$ cat src/rtl/raycast_pkg.sv
// Shared raycaster types: world size, Q8.8 distance format, tracing FSM states.
// No logic, so no latency; no flow control of its own.
package raycast_pkg;
  localparam int WORLD_X   = 16;
  localparam int WORLD_Y   = 16;
  localparam int FRAC_BITS = 8;
  localparam int DW        = 16;

  typedef enum logic [2:0] {
    IDLE,
    CLEAR,
    STEP,
    PROBE,
    CHECK,
    DONE
  } ray_state_e;
endpackage

$ cat src/rtl/ray_dda_stepper_sat_add.sv
// Unsigned saturating adder; pure combinational, zero latency.
// Clamps at all-ones instead of wrapping; no flow control.
module sat_add #(
  parameter int W = 16
) (
  input  logic [W-1:0] a_i,
  input  logic [W-1:0] b_i,
  output logic [W-1:0] sum_o
);
  logic [W:0] full;

  assign full  = {1'b0, a_i} + {1'b0, b_i};
  assign sum_o = full[W] ? {W{1'b1}} : full[W-1:0];
endmodule

$ cat src/rtl/ray_dda_stepper.sv
// DDA grid walker: one ray at a time, wall on step k gives done in cycle 2k+3.
// Busy while tracing; a start that arrives while busy is dropped, never queued.
module ray_dda_stepper
  import raycast_pkg::*;
#(
  parameter int MAX_STEPS = 32,
  parameter int DW        = raycast_pkg::DW
) (
  input  logic          clk_i,
  input  logic          reset_n_i,
  input  logic          start_i,
  input  logic [3:0]    map_x0_i,
  input  logic [3:0]    map_y0_i,
  input  logic          step_x_neg_i,
  input  logic          step_y_neg_i,
  input  logic [DW-1:0] delta_x_i,
  input  logic [DW-1:0] delta_y_i,
  input  logic [DW-1:0] side_x0_i,
  input  logic [DW-1:0] side_y0_i,
  output logic [3:0]    x_pos_o,
  output logic [3:0]    y_pos_o,
  output logic          is_new_ray_o,
  input  logic          is_wall_i,
  output logic          busy_o,
  output logic          done_o,
  output logic [3:0]    hit_x_o,
  output logic [3:0]    hit_y_o,
  output logic          hit_side_o,
  output logic [DW-1:0] perp_dist_o,
  output logic          miss_o
);
  localparam int CW = $clog2(MAX_STEPS + 1);

  ray_state_e    state_q, state_d;
  logic [3:0]    map_x_q, map_x_d, map_y_q, map_y_d;
  logic [DW-1:0] side_x_q, side_x_d, side_y_q, side_y_d;
  logic [DW-1:0] delta_x_q, delta_x_d, delta_y_q, delta_y_d;
  logic          neg_x_q, neg_x_d, neg_y_q, neg_y_d;
  logic          axis_q, axis_d;
  logic [CW-1:0] cnt_q, cnt_d;
  logic [DW-1:0] sum_x, sum_y, perp_d;
  logic          do_step, miss_d;

  logic [3:0]    x_pos_q, y_pos_q, hit_x_q, hit_y_q;
  logic          busy_q, done_q, new_ray_q, hit_side_q, miss_q;
  logic [DW-1:0] perp_q;

  sat_add #(.W(DW)) u_sat_x (.a_i(side_x_q), .b_i(delta_x_q), .sum_o(sum_x));
  sat_add #(.W(DW)) u_sat_y (.a_i(side_y_q), .b_i(delta_y_q), .sum_o(sum_y));

  always_comb begin
    state_d   = state_q;
    map_x_d   = map_x_q;
    map_y_d   = map_y_q;
    side_x_d  = side_x_q;
    side_y_d  = side_y_q;
    delta_x_d = delta_x_q;
    delta_y_d = delta_y_q;
    neg_x_d   = neg_x_q;
    neg_y_d   = neg_y_q;
    axis_d    = axis_q;
    cnt_d     = cnt_q;
    do_step   = 1'b0;
    miss_d    = 1'b0;
    case (state_q)
      IDLE: begin
        if (start_i) begin
          state_d   = CLEAR;
          map_x_d   = map_x0_i;
          map_y_d   = map_y0_i;
          side_x_d  = side_x0_i;
          side_y_d  = side_y0_i;
          delta_x_d = delta_x_i;
          delta_y_d = delta_y_i;
          neg_x_d   = step_x_neg_i;
          neg_y_d   = step_y_neg_i;
          cnt_d     = '0;
        end
      end
      CLEAR: state_d = STEP;
      STEP: begin
        do_step = 1'b1;
        state_d = PROBE;
      end
      PROBE: state_d = CHECK;
      CHECK: begin
        if (is_wall_i) begin
          state_d = DONE;
        end else if (cnt_q == CW'(MAX_STEPS)) begin
          state_d = DONE;
          miss_d  = 1'b1;
        end else begin
          do_step = 1'b1;
          state_d = PROBE;
        end
      end
      DONE:    state_d = IDLE;
      default: state_d = IDLE;
    endcase

    // Ties step along y; 4-bit map coordinates wrap naturally.
    if (do_step) begin
      if (side_x_q < side_y_q) begin
        side_x_d = sum_x;
        map_x_d  = neg_x_q ? map_x_q - 4'd1 : map_x_q + 4'd1;
        axis_d   = 1'b0;
      end else begin
        side_y_d = sum_y;
        map_y_d  = neg_y_q ? map_y_q - 4'd1 : map_y_q + 4'd1;
        axis_d   = 1'b1;
      end
      cnt_d = cnt_q + CW'(1);
    end

    if (!axis_q) perp_d = (side_x_q > delta_x_q) ? side_x_q - delta_x_q : '0;
    else         perp_d = (side_y_q > delta_y_q) ? side_y_q - delta_y_q : '0;
  end

  always_ff @(posedge clk_i or negedge reset_n_i) begin
    if (!reset_n_i) begin
      state_q    <= IDLE;
      map_x_q    <= '0;
      map_y_q    <= '0;
      side_x_q   <= '0;
      side_y_q   <= '0;
      delta_x_q  <= '0;
      delta_y_q  <= '0;
      neg_x_q    <= 1'b0;
      neg_y_q    <= 1'b0;
      axis_q     <= 1'b0;
      cnt_q      <= '0;
      x_pos_q    <= '0;
      y_pos_q    <= '0;
      busy_q     <= 1'b0;
      done_q     <= 1'b0;
      new_ray_q  <= 1'b0;
      hit_x_q    <= '0;
      hit_y_q    <= '0;
      hit_side_q <= 1'b0;
      perp_q     <= '0;
      miss_q     <= 1'b0;
    end else begin
      state_q   <= state_d;
      map_x_q   <= map_x_d;
      map_y_q   <= map_y_d;
      side_x_q  <= side_x_d;
      side_y_q  <= side_y_d;
      delta_x_q <= delta_x_d;
      delta_y_q <= delta_y_d;
      neg_x_q   <= neg_x_d;
      neg_y_q   <= neg_y_d;
      axis_q    <= axis_d;
      cnt_q     <= cnt_d;
      busy_q    <= (state_d != IDLE);
      done_q    <= (state_d == DONE);
      new_ray_q <= (state_d == CLEAR);
      if (do_step) begin
        x_pos_q <= map_x_d;
        y_pos_q <= map_y_d;
      end
      if (state_q == CHECK && state_d == DONE) begin
        hit_x_q    <= map_x_q;
        hit_y_q    <= map_y_q;
        hit_side_q <= axis_q;
        perp_q     <= perp_d;
        miss_q     <= miss_d;
      end
    end
  end

  assign x_pos_o      = x_pos_q;
  assign y_pos_o      = y_pos_q;
  assign is_new_ray_o = new_ray_q;
  assign busy_o       = busy_q;
  assign done_o       = done_q;
  assign hit_x_o      = hit_x_q;
  assign hit_y_o      = hit_y_q;
  assign hit_side_o   = hit_side_q;
  assign perp_dist_o  = perp_q;
  assign miss_o       = miss_q;
endmodule

$ cat config.mk
export PLATFORM = sky130hd
export DESIGN_NAME = ray_dda_stepper
export DESIGN_NICKNAME = d
export VERILOG_FILES = /design/src/rtl/raycast_pkg.sv /design/src/rtl/ray_dda_stepper_sat_add.sv /design/src/rtl/ray_dda_stepper.sv
export SDC_FILE = /design/constraint.sdc
export NUM_CORES = 1
export LEC_CHECK = 0
export BUFFER_PORTS_ARGS = -buffer_cell sky130_fd_sc_hd__buf_2
export CORE_MARGIN = 3
export CORE_UTILIZATION = 42
export CTS_BUF_LIST = sky130_fd_sc_hd__clkbuf_8
export DETAILED_ROUTE_END_ITERATION = 12
export PLACE_DENSITY = 0.68
export SYNTH_ARGS = -nofsm -noshare
export SYNTH_HDL_FRONTEND = slang
export SYNTH_SLANG_ARGS = --single-unit
$ cat constraint.sdc
create_clock -name clk_i -period 3.3 [get_ports clk_i]
set_input_delay 0.33 -clock clk_i [delete_from_list [all_inputs] [get_ports clk_i]]
set_output_delay 0.33 -clock clk_i [all_outputs]
set_load 0.02 [all_outputs]
-- Word level (Yosys, flattened, before mapping)
Cells that the tools add are included.
- output and inout bits: 37
- logic and storage cells: 84
- flip-flop bits (word level): 121
- input bits: 78
- mux-type cells: 37
- reduce and logical (&&, ||, !) cells: 7
- eq/ne operators: 7
- add/subtract/negate cells: 9
- $lt $le $gt $ge: 3
- operator list (cell ; count):
    $mux 16 ; 13
    $mux 4 ; 10
    $add 16x16->17 ; 2
    $gt 16x16->1 ; 2
    $sub 16x16->16 ; 2
    $mux 6 ; 3
    $lt 16x16->1 ; 1
    $pmux 3 s5 ; 1
    $mux 3 ; 3
    $add 4x1->4 const B ; 2
    $sub 4x1->4 const B ; 2
    $add 6x1->6 const B ; 1
    $eq 3x1->1 const B ; 2
    $eq 3x2->1 const B ; 2
    $eq 3x3->1 const B ; 2
    $eq 6x6->1 const B ; 1
    $mux 1 ; 6
    $reduce_and 2->1 ; 2
    $reduce_bool 2->1 ; 2
    $logic_not 3->1 ; 1
    $reduce_bool 3->1 ; 1
    $pmux 1 s2 ; 1
    $logic_and 1x1->1 ; 1

-- Longest topological paths before layout
Gate-level depths: netlist (run 1).
- word-level depth: 6
- mapped depth: 12
- mapped depth without buffers: 11

-- Hierarchy
From an unflattened synthesis (run 1), not the netlist that was laid out.
- cell total of the unflattened synthesis: 1058
- area, all modules: 9049.9 µm²
- by module, submodules not included (module ; instances ; cells an instance ; sequential area each (µm²) ; area each (µm²)):
    ray_dda_stepper ; 1 ; 830 ; 3027.9 ; 7453.4
    sat_add ; 2 ; 114 ; 0.0 ; 798.3

-- Least setup slack after synthesis (run 1)
Ideal clock, no wire load.
- path type: register -> register
- start point: register side_y_q[0]
- end point: register side_y_q[11]
- slack: 0.715 ns
- setup time: 0.145 ns
- required time: 3.155 ns
- arrival time: 2.441 ns
- clock period less this slack: 2.585 ns
- path buffers: 1
- stages on the path, launching flop included: 12
- path through: dfrtp_1 -> ha_1 -> fa_1 -> nand2b_1 -> a21oi_1 -> o21bai_1 -> a21oi_1 -> a221oi_2 -> nor4_2 -> a2111oi_4 -> buf_6 -> a32oi_1
- cells in the longest elaborated chain, start to end: 4
- elaborated cells on any way between the ends: 5
- classes of those cells: add/sub: 1; order compare: 1; mux: 3
- ends and longest elaborated chain (element ; RTL line ; source):
    from (decl) ; ray_dda_stepper.sv:36 ; logic [DW-1:0] side_x_q, side_x_d, side_y_q, side_y_d;
    from (signal assigned) ; ray_dda_stepper.sv:147 ; side_y_q <= side_y_d;
    $add 16x16->17 ; ray_dda_stepper_sat_add.sv:12 ; assign full = {1'b0, a_i} + {1'b0, b_i};
    $mux 16 ; ray_dda_stepper_sat_add.sv:13 ; assign sum_o = full[W] ? {W{1'b1}} : full[W-1:0];
    $mux 16 (*) ; ray_dda_stepper.sv:103 ; if (side_x_q < side_y_q) begin
    $mux 16 (*) ; ray_dda_stepper.sv:102 ; if (do_step) begin
    net side_y_d[11] ; ray_dda_stepper.sv:36 ;
The timed path passes the listed nets; every way through them passes the cells marked *.
A chain may end at the register's enable or synchronous reset.

-- Worst setup path after layout (run 1)
- start point: register side_y_q[5]
- end point: register map_y_q[0]
- cells in the longest elaborated chain, start to end: 3
- ends and longest elaborated chain (element ; RTL line ; source):
    $lt 16x16->1 ; ray_dda_stepper.sv:103 ;
    $mux 4 ; ray_dda_stepper.sv:103 ;
    $mux 4 ; ray_dda_stepper.sv:102 ;
    net map_y_d[0] ; ray_dda_stepper.sv:35 ; logic [3:0] map_x_q, map_x_d, map_y_q, map_y_d;
    to (signal assigned) ; ray_dda_stepper.sv:145 ; map_y_q <= map_y_d;
    to (decl) ; ray_dda_stepper.sv:35 ;
The timed path passes the listed nets, and every way through them passes these cells.

==> impl_metrics.ini, run 1 <==
[run_status]
outcome = finished, violations left
violations = negative hold slack

[grt]
grt_most_used_layer = met2
grt.overflow.total = 0
gr-usage-met2 = 0.346
grt_pass1_wl_mm = 39.2
antenna_found_initial = 0
global_route.usage.met3 = 0.0404
grt_max_degree = 122
grt_pass1_vias = 7575
grt_usage = 0.219
met1_usage = 0.309

[die]
core-area_um2 = 20500
rows = 52
die_w_um = 151
die_y_um = 151
start_util = 0.433
io_pins = 115
die-area_um2 = 22900

[logic_synthesis]
synthArstFlopShare = 1.00
synth_top_area_cell = dfrtp_1
synth_cell_type_count = 71
syn_nets = 1216
synthFlopType = dfrtp_1
netlist_instances = 1047
syn_avg_cell_area_um2 = 8.48
yosys_warnings = 0
netlist_area_um2 = 8880
synth-seq-cells = 121
synth_edf_count = 0
synth-seq-area-share = 0.341
yosys-top-cells-area = dfrtp_1 (34%), ha_1 (12%), nand2_1 (6.7%)
yosysTopAreaCellShare = 0.341

[clocking]
path_clk_slew_ps = 80
post_cts_buffers = 0
htree_levels = 4
clock-sinks = 121
root_buffer = clkbuf_8
tritoncts = yes
cts_repair_resize_count = 1
cts_hold_buf = 0
clockBufferDepth = 2
cts_buffers = 17
clock_latency_ps = 440

[worst_setup_path]
path_cells = inv_1 > ha_1 > a21o_1 > a21o_1 > a21oi_1 > o21ai_0 > o211a_1 > o21ai_2 > buf_4 > nand3_1 > o211ai_1
timing.rr.start = side_y_q[5]
worstPathRequired_ps = 3660
crit_path_frequent_cell = a21o_1
worstReg2RegEnd = map_y_q[0]
crit_type = flop to flop
ff2ff_setup_slack_ps = 250
cp_slowest_cell = o21ai_2
end_kind = flop
critPathLaunchType = flop
critPathMaxStageDelay_ps = 520
ff2ff_path_depth = 11
worst-path-max-fanout = 13
worstPathArrival_ps = 3410

[cells_and_area]
fillCellCount = 2007
final_cell_mix = nand2_1 (158), dfrtp_1 (121), buf_2 (113)
syn_to_final_growth_pct = 13.8
seq_area_um2 = 3030
final_common_cell = nand2_1
final_cells = 1422
multiInputGateArea_um2 = 5220
diodes = 0
final_nets = 1308
drive_above_1_share = 0.166
final_util = 0.493

[placed_design]
placed_cells = 1390
gp_congestion = 0.877
dp_hpwl_mm = 18.2
io_buffers = 114

[routing]
drtIter0Drc = 515
first_pass_iters = 5
routed_via_density = 5.46
drc_errors = 0
vias = 7766
drt-total-wl_mm = 24.5
drtAntennaViolNets = 0
wl_per_cell_um = 17.2

[hold_path]
hold_path_class = input port to asynchronous set/reset pin

[timing]
max_slew_margin = 0.471
fin_worst_skew_ps = 11.0
final-hold-violation-count = 31
min_period_ps = 3050
rsz0062_at_grt = false
post-route-period-util = 0.923
tightest_slew_ps = 793
fin_setup_tns_ps = 0
slew_viol_final = 0
setup_viol = 0
whs_ps = -20.7
fmax_mhz = 328

[flow_run]
cap_violations = 0
-- Yosys cell counts (all sizes together), types with 2 or more instances --
cell and number:
clkbuf 33, xor2 11, mux2 5, a221oi 13, o31ai 7, a311oi 3
or2 3, nor3b 3, and3 4, nor2b 9, a31oi 6, a21oi 58
inv 94, a211oi 11, a21o 17, nor2 85, nor3 21, o41ai 2
mux2i 10, o221ai 2, dfrtp 121, or3 10, o211ai 7, ha 85
o22ai 4, fa 6, nor4 4, a41oi 3, nand2b 10, o21a 8
o2111ai 3, nand3 24, or4 2, a221o 3, buf 25, nand4 8
o21ai 79, nand2 158, xnor2 40, o21bai 4, a32oi 30
-- metrics by stage --
stage	instance area [um2]	setup WS, ps
floorplan	8880	715
global placement	9680	238
detailed placement	9680	8.54
CTS	10100	290
global route	10100	26.1
finish	10100	255
-- state kept, by name, indices dropped and copies added (netlist names), 6 cells and up --
| signal | flops |
|---|---|
| cnt_q | 6 |
| delta_x_q | 16 |
| delta_y_q | 16 |
| perp_dist_o | 16 |
| side_x_q | 16 |
| side_y_q | 16 |
-- critical path, delay by kind of cell, from the launching register on --
| family | cells | cell delay [ps] |
|---|---|---|
| flip-flops | 1 | 420 |
| buffers and inverters | 2 | 430 |
| adder cells (fa/ha/maj) | 1 | 300 |
| AO/OA/AOI/OAI | 7 | 1700 |
| AND/OR/NAND/NOR | 1 | 100 |
-- how the worst max path moves through the flow --
stage | startpoint | to | slack, ps | cells after the start
2_1_floorplan | side_y_q[0] | side_y_q[11] | 710 | 11
3_3_place_gp | side_x_q[0] | perp_dist_o[14] | 240 | 11
3_5_place_dp | side_x_q[0] | perp_dist_o[14] | 9 | 11
4_1_cts | side_y_q[5] | map_y_q[0] | 290 | 11
5_1_grt | side_y_q[5] | map_y_q[1] | 30 | 10
6_report | side_y_q[5] | map_y_q[0] | 250 | 11
-- cell families after synthesis --
family / count (synthesis) / synth area share
simple gates: 345 / 0.173
fa+ha+maj: 91 / 0.133
flops: 121 / 0.341
buf+inv: 153 / 0.0723
compound gates: 271 / 0.212
xor+xnor: 51 / 0.0503
mux: 15 / 0.0176
-- routing by layer --
| metal | part of all wire | vias to the layer above |
|---|---|---|
| met4 | 0.017 | 0 |
| met2 | 0.47 | 186 |
| met3 | 0.043 | 28 |
| li1 | - | 3823 |
| met1 | 0.47 | 3729 |
| met5 | 0 | - |
-- final cells by class --
type / count / share of cell area
Clock buffer: 22 / 0.0300
Clock inverter: 10 / 0.0123
Inverter: 95 / 0.0354
Multi-Input combinational cell: 773 / 0.516
Sequential cell: 121 / 0.300
Tap cell: 270 / 0.0334
Timing Repair Buffer: 131 / 0.0730
Power of run 1 is left out: the tool's default activity adds up to more than one toggle a clock period on the data nets, which glitch-free logic cannot reach.
==> inputs of run 2 (changes only) <==
- MAX_ROUTING_LAYER: default -> met4
==> run 2 against run 1 <==
Net effect:
- the flow now finishes without violations
- clock skew is essentially flat
- die area is the same
- register-to-register slack gained 70 ps
- non-clock buffer count grew 3
- final cell count grew 0.21%
- utilization is essentially flat
- hold slack gained 89 ps
- largest cell class unchanged
- via count shrank 0.67%
- first-iteration DRC count grew 13%
- wire length shrank 0.52%
==> impl_metrics.ini, run 2 (synthesized netlist as in run 1, its figures left out) <==
[die]
die-area_um2 = 22900
start_util = 0.433
core-area_um2 = 20500
die_y_um = 151
rows = 52
die_w_um = 151
io_pins = 115

[timing]
tightest_slew_ps = 746
fin_worst_skew_ps = 11.4
post-route-period-util = 0.902
fmax_mhz = 336
max_slew_margin = 0.500
slew_viol_final = 0
fin_setup_tns_ps = 0
final-hold-violation-count = 0
min_period_ps = 2980
rsz0062_at_grt = false
setup_viol = 0

[routing]
wl_per_cell_um = 17.1
drt-total-wl_mm = 24.3
drtIter0Drc = 582
routed_via_density = 5.41
drtAntennaViolNets = 0
first_pass_iters = 5
drc_errors = 0
vias = 7714

[worst_setup_path]
timing.rr.start = side_y_q[5]
end_kind = flop
crit_path_frequent_cell = a21o_1
worstPathRequired_ps = 3670
ff2ff_setup_slack_ps = 320
ff2ff_path_depth = 11
path_cells = inv_1 > ha_1 > a21o_1 > a21o_1 > a21oi_1 > o21ai_0 > o211a_1 > o21ai_2 > buf_4 > nand3_1 > o211ai_1
critPathMaxStageDelay_ps = 480
crit_type = flop to flop
critPathLaunchType = flop
worstPathArrival_ps = 3350
cp_slowest_cell = o21ai_2
worstReg2RegEnd = map_y_q[0]
worst-path-max-fanout = 13

[grt]
grt_pass1_wl_mm = 39.4
grt.overflow.total = 0
antenna_found_initial = 0
grt_pass1_vias = 7580
grt_usage = 0.225
grt_max_degree = 52

[run_status]
outcome = finished clean

[cells_and_area]
drive_above_1_share = 0.165
final_nets = 1311
multiInputGateArea_um2 = 5220
final_common_cell = nand2_1
final_util = 0.494
syn_to_final_growth_pct = 13.9
seq_area_um2 = 3030
final_cell_mix = nand2_1 (158), dfrtp_1 (121), buf_2 (113)
fillCellCount = 2011
diodes = 0

[clocking]
clock-sinks = 121
root_buffer = clkbuf_8
clockBufferDepth = 2
htree_levels = 4
clock_latency_ps = 450
path_clk_slew_ps = 80
post_cts_buffers = 0
cts_buffers = 17
tritoncts = yes

[placed_design]
gp_congestion = 0.897
io_buffers = 114
dp_hpwl_mm = 18.4

[hold_path]
hold_path_class = input port to flop
hold_depth = 3
min_from = delta_y_i[0]
hold-path-endpoint = delta_y_q[0]

[flow_run]
cap_violations = 0
run 2: cell types whose count changed in the layout (fill, tap and decap cells not counted):
cell           before  now
bufinv_16           3    4
dlygate4sd3_1       0    1
clkbuf_8           22   19
inv_1              97   99
buf_4              15   18
buf_12              3    2
run 2: critical path: cells and delay by family (launching register included):
| family | cells | cell delay [ps] |
|---|---|---|
| DFF | 1 | 410 |
| adders and majority gates | 1 | 320 |
| and+or+nand+nor | 1 | 100 |
| buffers and inverters | 2 | 430 |
| AOI/OAI and AO/OA | 7 | 1650 |
run 2: worst max path at each step:
stage	cells after the start	start	to	slack, ps
after floorplan	11	side_y_q[0]	side_y_q[11]	710
after global placement	11	side_x_q[0]	perp_dist_o[14]	260
after detailed placement	11	side_x_q[0]	perp_dist_o[14]	100
after CTS	11	side_x_q[0]	perp_dist_o[14]	80
after global routing	11	side_y_q[5]	map_y_q[0]	100
final	11	side_y_q[5]	map_y_q[0]	320
run 2: per-layer routing:
layer / up-vias / global-route usage / share of wire
met1: 3688 / 0.309 / 0.47
li1: 3817 / - / -
met3: 30 / 0.0299 / 0.048
met5: - / - / 0
met4: 0 / 0.0576 / 0.015
met2: 179 / 0.352 / 0.47
run 2: metrics by stage:
stage                     worst slack [ps]  std cells  hold slack [ps]  cell area, um2
after global placement                 259       1392              423            9680
after detailed placement              99.7       1392              419            9680
after floorplan                        715       1047             34.4            8880
final                                  322       1425             68.5           10100
after CTS                             83.4       1425             47.9           10100
after global routing                  98.0       1425             56.3           10100
run 2: area by class of cell:
class | count | share of cell area
multi-input cells | 773 | 0.516
flip-flops and latches | 121 | 0.299
repair buffers | 134 | 0.0742
inverters | 95 | 0.0354
well taps | 270 | 0.0334
clock buffers | 19 | 0.0259
clock inverters | 13 | 0.0160
run 2: timing repair:
item                                    4_1_cts  5_1_grt
hold buffers                                  1        0
endpoints found under the hold margin        49        0
endpoints found under the setup margin        0       10
resized for setup                             0        1
Power of run 2 is left out for the same reason.
